$ cat config.mk
export PLATFORM = sky130hd
export DESIGN_NAME = pipe_hazard_ctrl
export DESIGN_NICKNAME = d
export VERILOG_FILES = /design/src/rtl/pipe_hazard_ctrl.sv
export SDC_FILE = /design/constraint.sdc
export NUM_CORES = 1
export LEC_CHECK = 0
export CAP_MARGIN = 20
export CORE_AREA = 2 2 98 119
export DETAILED_ROUTE_END_ITERATION = 8
export DIE_AREA = 0 0 100 121
export GPL_TIMING_DRIVEN = 1
export HOLD_SLACK_MARGIN = 0.06
export PLACE_DENSITY = 0.49
export SLEW_MARGIN = 20
export SYNTH_ARGS = -nofsm -noshare
export SYNTH_HDL_FRONTEND = slang
export SYNTH_SLANG_ARGS = --single-unit
$ cat constraint.sdc
create_clock -name clk -period 3.45 [get_ports clk]
set_input_delay 0.69 -clock clk [delete_from_list [all_inputs] [get_ports clk]]
set_output_delay 0.69 -clock clk [all_outputs]
set_load 0.03 [all_outputs]
$ cat src/rtl/pipe_hazard_ctrl.sv
// pipe_hazard_ctrl
//   Central sequencer for the IF/ID, ID/EX, EX/MEM and MEM/WB pipeline buffers.
//   Produces per-stage load enables and bubble (flush) controls, resolves
//   load-use stalls, taken branch/JAL squash and data-memory wait stalls,
//   runs the halt drain sequence and keeps saturating stall/flush counters.
// Ports
//   clk, reset           rising-edge clock, asynchronous active-high reset
//   id_rs1/id_rs2        source register fields of the IF/ID instruction
//   id_uses_rs2          IF/ID instruction reads rs2
//   id_halt              halt marker in IF/ID
//   ex_memread, ex_rd    load flag and destination of the ID/EX instruction
//   ex_redirect          taken branch / JAL resolved in EX this cycle
//   mem_req, dmem_ready  EX/MEM memory access and its completion
//   wb_halt              halt marker in MEM/WB
//   pc_we .. memwb_we    stage load enables; *_flush loads a zero bubble
//   halted, mem_timeout  registered status (mem_timeout is sticky)
//   stall_count          load-use + memory-wait stall cycles, saturating
//   flush_count          redirect events, saturating
module pipe_hazard_ctrl #(
  parameter int unsigned CNT_W  = 16,
  parameter int unsigned MEM_TO = 255
) (
  input  logic             clk,
  input  logic             reset,
  input  logic [4:0]       id_rs1,
  input  logic [4:0]       id_rs2,
  input  logic             id_uses_rs2,
  input  logic             id_halt,
  input  logic             ex_memread,
  input  logic [4:0]       ex_rd,
  input  logic             ex_redirect,
  input  logic             mem_req,
  input  logic             dmem_ready,
  input  logic             wb_halt,
  output logic             pc_we,
  output logic             ifid_we,
  output logic             ifid_flush,
  output logic             idex_we,
  output logic             idex_flush,
  output logic             exmem_we,
  output logic             memwb_we,
  output logic             halted,
  output logic             mem_timeout,
  output logic [CNT_W-1:0] stall_count,
  output logic [CNT_W-1:0] flush_count
);

  typedef enum logic [1:0] {RUN, DRAIN, HALTED} state_t;

  localparam logic [CNT_W-1:0] CNT_MAX   = '1;
  localparam logic [CNT_W-1:0] MEM_TO_C  = CNT_W'(MEM_TO);
  localparam logic [CNT_W-1:0] MEM_TO_M1 = CNT_W'(MEM_TO - 1);

  state_t           state, state_nx;
  logic [CNT_W-1:0] wait_cnt;
  logic             mem_wait, load_use;
  logic             wait_ev, stall_ev, flush_ev;

  assign mem_wait = mem_req & ~dmem_ready;
  assign load_use = ex_memread & (ex_rd != 5'd0) &
                    ((ex_rd == id_rs1) | (id_uses_rs2 & (ex_rd == id_rs2)));

  always_comb begin
    pc_we      = 1'b0;
    ifid_we    = 1'b0;
    ifid_flush = 1'b0;
    idex_we    = 1'b0;
    idex_flush = 1'b0;
    exmem_we   = 1'b0;
    memwb_we   = 1'b0;
    wait_ev    = 1'b0;
    stall_ev   = 1'b0;
    flush_ev   = 1'b0;
    state_nx   = state;

    if (state == HALTED) begin
      state_nx = HALTED;
    end else if (mem_wait) begin
      wait_ev  = 1'b1;
      stall_ev = 1'b1;
    end else if (ex_redirect) begin
      // Same squash in RUN and DRAIN; a halt in ID is discarded with it.
      pc_we      = 1'b1;
      ifid_we    = 1'b1;
      ifid_flush = 1'b1;
      idex_we    = 1'b1;
      idex_flush = 1'b1;
      exmem_we   = 1'b1;
      memwb_we   = 1'b1;
      flush_ev   = 1'b1;
    end else if (state == DRAIN) begin
      // IF/ID only ever holds bubbles here, so load-use cannot arise.
      ifid_we    = 1'b1;
      ifid_flush = 1'b1;
      idex_we    = 1'b1;
      exmem_we   = 1'b1;
      memwb_we   = 1'b1;
    end else if (load_use) begin
      idex_we    = 1'b1;
      idex_flush = 1'b1;
      exmem_we   = 1'b1;
      memwb_we   = 1'b1;
      stall_ev   = 1'b1;
    end else begin
      pc_we    = 1'b1;
      ifid_we  = 1'b1;
      idex_we  = 1'b1;
      exmem_we = 1'b1;
      memwb_we = 1'b1;
      if (id_halt) state_nx = DRAIN;
    end

    // Halt reaching WB ends the drain even while memory is still waiting.
    if (state == DRAIN && wb_halt) state_nx = HALTED;

    if (reset) begin
      pc_we      = 1'b0;
      ifid_we    = 1'b0;
      ifid_flush = 1'b0;
      idex_we    = 1'b0;
      idex_flush = 1'b0;
      exmem_we   = 1'b0;
      memwb_we   = 1'b0;
    end
  end

  always_ff @(posedge clk or posedge reset) begin
    if (reset) begin
      state       <= RUN;
      halted      <= 1'b0;
      mem_timeout <= 1'b0;
      wait_cnt    <= '0;
      stall_count <= '0;
      flush_count <= '0;
    end else begin
      state  <= state_nx;
      halted <= (state_nx == HALTED);
      if (wait_ev) begin
        if (wait_cnt != MEM_TO_C) wait_cnt <= wait_cnt + 1'b1;
        // This wait cycle makes the consecutive total reach MEM_TO.
        if (wait_cnt >= MEM_TO_M1) mem_timeout <= 1'b1;
      end else begin
        wait_cnt <= '0;
      end
      if (stall_ev && stall_count != CNT_MAX) stall_count <= stall_count + 1'b1;
      if (flush_ev && flush_count != CNT_MAX) flush_count <= flush_count + 1'b1;
    end
  end

endmodule

==> results of run 1 <==
[through the flow]
step,hold WS (ns),util,instances
final,0.482,0.332,471
after global routing,0.505,0.332,471
after CTS,0.489,0.332,471
after detailed placement,0.473,0.317,463
after global placement,0.456,0.317,463
after floorplan,0.497,-,271
[area by class of cell]
class                   instances  area [µm²]
inverters                      16        60.1
multi-input cells             197        1290
fillers                      1148        7300
flip-flops and latches         52        1300
clock buffers                   5         125
clock inverters                 3        42.5
repair buffers                 66         648
well taps                     132         165
[placed cells by master, fill, tap and decap left out, drive strengths merged, types with 6 or more instances in the layout]
| cell type | Yosys | routed |
|---|---|---|
| nor4 | 7 | 7 |
| and3 | 9 | 9 |
| nor2 | 29 | 29 |
| xnor2 | 16 | 16 |
| nor3 | 6 | 6 |
| inv | 16 | 16 |
| nand3 | 20 | 20 |
| nand4 | 8 | 8 |
| a21oi | 9 | 9 |
| nand2 | 12 | 12 |
| xor2 | 34 | 34 |
| o21ai | 7 | 7 |
| dfrtp | 52 | 52 |
| clkdlybuf4s50 | 0 | 61 |
[Yosys cell counts]
library cell                number
sky130_fd_sc_hd__or2_4           1
sky130_fd_sc_hd__buf_1           1
sky130_fd_sc_hd__mux2_2          2
sky130_fd_sc_hd__inv_2           1
sky130_fd_sc_hd__o21ai_0         7
sky130_fd_sc_hd__o2111ai_1       1
sky130_fd_sc_hd__a31oi_1         1
sky130_fd_sc_hd__clkbuf_1        2
sky130_fd_sc_hd__and2b_4         1
sky130_fd_sc_hd__a211oi_2        1
sky130_fd_sc_hd__dfrtp_1        52
sky130_fd_sc_hd__nand2_1        12
sky130_fd_sc_hd__buf_4           2
sky130_fd_sc_hd__xor2_1         34
sky130_fd_sc_hd__buf_2           1
sky130_fd_sc_hd__o21a_1          2
sky130_fd_sc_hd__a311o_1         1
sky130_fd_sc_hd__xnor2_1        16
sky130_fd_sc_hd__nand4_1         8
sky130_fd_sc_hd__a32oi_1         1
sky130_fd_sc_hd__ha_1            4
sky130_fd_sc_hd__nand2b_1        3
sky130_fd_sc_hd__nor4_1          7
sky130_fd_sc_hd__nor2_2          2
sky130_fd_sc_hd__a21boi_0        2
sky130_fd_sc_hd__or3_1           4
sky130_fd_sc_hd__and2_1          2
sky130_fd_sc_hd__and4_1          2
sky130_fd_sc_hd__o211ai_1        1
sky130_fd_sc_hd__or2_2           2
sky130_fd_sc_hd__nand3_1        20
sky130_fd_sc_hd__and3_1          9
sky130_fd_sc_hd__nor4b_1         1
sky130_fd_sc_hd__inv_1          15
sky130_fd_sc_hd__nor2b_1         3
sky130_fd_sc_hd__nor2_1         27
sky130_fd_sc_hd__or4_1           3
sky130_fd_sc_hd__a211oi_1        1
sky130_fd_sc_hd__or4_4           1
sky130_fd_sc_hd__nor3_1          6
sky130_fd_sc_hd__a21oi_1         9
[critical path: cells and delay by family]
family | cells | cell delay [ns]
AND/OR/NAND/NOR | 3 | 0.73
buffers and inverters | 2 | 0.63
AO/OA/AOI/OAI | 2 | 0.38
[power by group through the flow]
stage               sequential [µW]  clock [µW]  combinational [µW]
floorplan                       701           0                42.9
global placement                666           0                 165
detailed placement              666           0                 166
CTS                             655         587                 167
global route                    659         608                 177
finish                          654         566                 164
[how the worst min path moves through the flow]
stage / start / endpoint / slack [ns]
finish: mem_timeout$_DFFE_PP0P_ / mem_timeout$_DFFE_PP0P_ / 0.48
global route: mem_timeout$_DFFE_PP0P_ / mem_timeout$_DFFE_PP0P_ / 0.50
CTS: mem_timeout$_DFFE_PP0P_ / mem_timeout$_DFFE_PP0P_ / 0.49
detailed placement: mem_timeout$_DFFE_PP0P_ / mem_timeout$_DFFE_PP0P_ / 0.47
global placement: mem_timeout$_DFFE_PP0P_ / mem_timeout$_DFFE_PP0P_ / 0.46
floorplan: wait_cnt[15]$_DFFE_PP0P_ / wait_cnt[15]$_DFFE_PP0P_ / 0.50
[cells by family (layout without fill, tap and decap cells)]
family                     Yosys count  in the layout  share of synthesized area
muxes                                2              2                    0.00840
adders and majority gates            4              4                     0.0187
DFF                                 52             52                      0.486
buffers and inverters               22             90                     0.0341
AOI/OAI and AO/OA                   27             27                     0.0640
xor gates and xnor gates            50             50                      0.163
and+or+nand+nor                    114            114                      0.226
[registers in the layout, indices dropped and copies added, names as in the netlist]
register and count:
stall_count 16, halted 1, mem_timeout 1, flush_count 16
state 2, wait_cnt 16
[routing by layer]
| layer | GRT usage | vias up | part of all wire |
|---|---|---|---|
| li1 | - | 1064 | - |
| met1 | 0.142 | 1033 | 0.46 |
| met2 | 0.185 | 45 | 0.49 |
| met3 | 0.0288 | 8 | 0.037 |
| met4 | 0.0325 | 0 | 0.017 |
| met5 | 0 | - | 0 |
==> implementation parameters, run 1 <==
Parameter                              Value

Timing
  Time the worst path needs with I/O delays and setup ... 3.11 ns
  Slew at the pin closest to its max-slew limit ... 0.678 ns
  Count of final max-slew check failures ... 0
  Period Utilization, post-route ... 0.903
  Setup TNS ... 0 ns
  Setup-violating endpoint count in the final report ... 0
  Max_slew headroom ... 0.548
  Unrepaired setup endpoints after global routing ... no
  Highest clock rate ... 0.321 GHz
  Final Worst Setup Slack ... 0.336 ns
  Hold Vio Cnt, Final ... 0
  Final clock skew ... 0.00513 ns

Routing
  DRC violations left ... 0
  Total detailed-routing wirelength ... 6340 µm
  Number of design-rule violations left by the first detailed-router iteration ... 71
  Pre-Repair DR Iteration Count ... 4
  Antenna Nets Post-Route ... 0
  Total number of vias ... 2150
  Via-to-Cell Ratio ... 4.56
  Routed wire per std cell ... 13.5 µm

Critical path
  Endpoint class of the critical path ... output port
  Setup slack on the worst flop-to-flop path ... 0.97 ns
  Worst flop-to-flop path endpoint ... stall_count[1]$_DFFE_PP0P_
  Startpoint Class ... primary input
  R2R cell count ... 7
  Data required time of the worst path ... 2.76 ns
  Maximum net fanout on the critical path ... 3
  CP Capture Point ... idex_flush
  Arrival time of the worst setup path ... 2.42 ns
  Critical Path Source ... ex_rd[1]
  Most common cell type on the critical path ... sky130_fd_sc_hd__nor2_1
  Slowest cell on the critical path ... sky130_fd_sc_hd__or4_1
  CP cell instances ... clkdlybuf4s50_1 -> or4_1 -> o21ai_0 -> nor2_1 -> a21oi_1 -> nor2_1 -> buf_4
  Reg2Reg Launch Point ... stall_count[0]$_DFFE_PP0P_
  Startpoint-to-endpoint class of the critical path ... in2out
  Worst path max stage delay ... 0.57 ns

Logic synthesis
  Gate Count Post-Synth ... 271
  Post-synthesis cell type count ... 41
  Sequential fraction of the synthesis area ... 0.486
  Largest cells by area after synthesis ... sky130_fd_sc_hd__dfrtp_1 49%, sky130_fd_sc_hd__xor2_1 11%, sky130_fd_sc_hd__xnor2_1 5.2%
  Post-synthesis register bit count ... 52
  Area of the mapped netlist ... 2680 µm²
  Area share of the leading cell type in the synthesized netlist ... 0.486
  Post-synth net total ... 299
  Cell type contributing the most total cell area after synthesis ... sky130_fd_sc_hd__dfrtp_1
  Number of synthesis warnings ... 0
  Average size of a mapped cell ... 9.89 µm²

Finish
  Number of inserted diodes ... 0
  Fraction of final layout cells sized beyond drive strength 1 ... 0.0737
  Layout Nets ... 366
  Area overhead of the layout relative to synthesis ... 35.4%
  Cell area after layout ... 3630 µm²

Power and ir drop
  Power per Cell Area ... 381 nW/µm²
  Leakage component of the power ... 0.00154 µW
  Total power ... 1380 µW
  VDD IR-drop max ... 0.184 mV
  Seq pwr share ... 0.473
  Fraction of power spent switching nets ... 0.243
  Switching Power ... 336 µW
  Internal Pwr Total ... 1050 µW
  Share of power burned in the clock network ... 0.409
  Logic gate share of total power ... 0.118

Floorplan
  Floorplan die height ... 121 µm
  Row Count ... 42
  CORE AREA ... 10900 µm²
  Horiz. Die Dim ... 100 µm
  Die ar. ... 12100 µm²
  Boundary pin count ... 65
  Starting density of the core ... 0.245

Clocking
  Root buffer cell ... sky130_fd_sc_hd__clkbuf_16
  H-Tree Depth ... 2
  Cts hold-fix bufs ... 0
  Cells resized by post-CTS repair ... 0
  Clock latency of the later-clocked register in the worst-skew pair ... 0.29 ns
  Clock Sink Count ... 52
  Number of buffers added by the clock tree synthesis step ... 5
  Largest buffer count on any clock path ... 2
  Clock-pin slew of the registers on the worst-case setup and hold paths ... 0.07 ns
  Post-CTS Setup Bufs ... 0
  CTS tree ... done

Hold path
  Class of the most critical hold timing path ... reg2reg
  Number of cells on the worst hold path ... 1

Place
  Cell Area, Placed ... 3460 µm²
  Final weighted congestion in routability-driven placement ... 0.740
  Detail Placement HPWL ... 4670 µm
  Worst setup slack after placement ... 0.332 ns
  Port-buffer cells ... 64

Outcome
  Outcome ... completed

Global routing
  Number of antenna violations at the first check in global routing ... 0
  Wire length of the first global-routing pass ... 10800 µm
  GRT Resource Usage Total ... 0.111
  Largest net degree at the start of global routing ... 53
  Grt total ovfl ... 0
  Via count of the first global-routing pass ... 2167

Flow run
  Max-cap violation count ... 0
Power figures use the tool's default switching activity.
==> run 2, diff against run 1 <==
--- a/config.mk
+++ b/config.mk
@@ -5,7 +5,6 @@
 export SDC_FILE = /design/constraint.sdc
 export NUM_CORES = 1
 export LEC_CHECK = 0
-export CAP_MARGIN = 20
 export CORE_AREA = 2 2 98 119
 export DETAILED_ROUTE_END_ITERATION = 8
 export DIE_AREA = 0 0 100 121
==> results of run 2 <==
No change in the layout: final DEF, timing and power equal those of run 1.
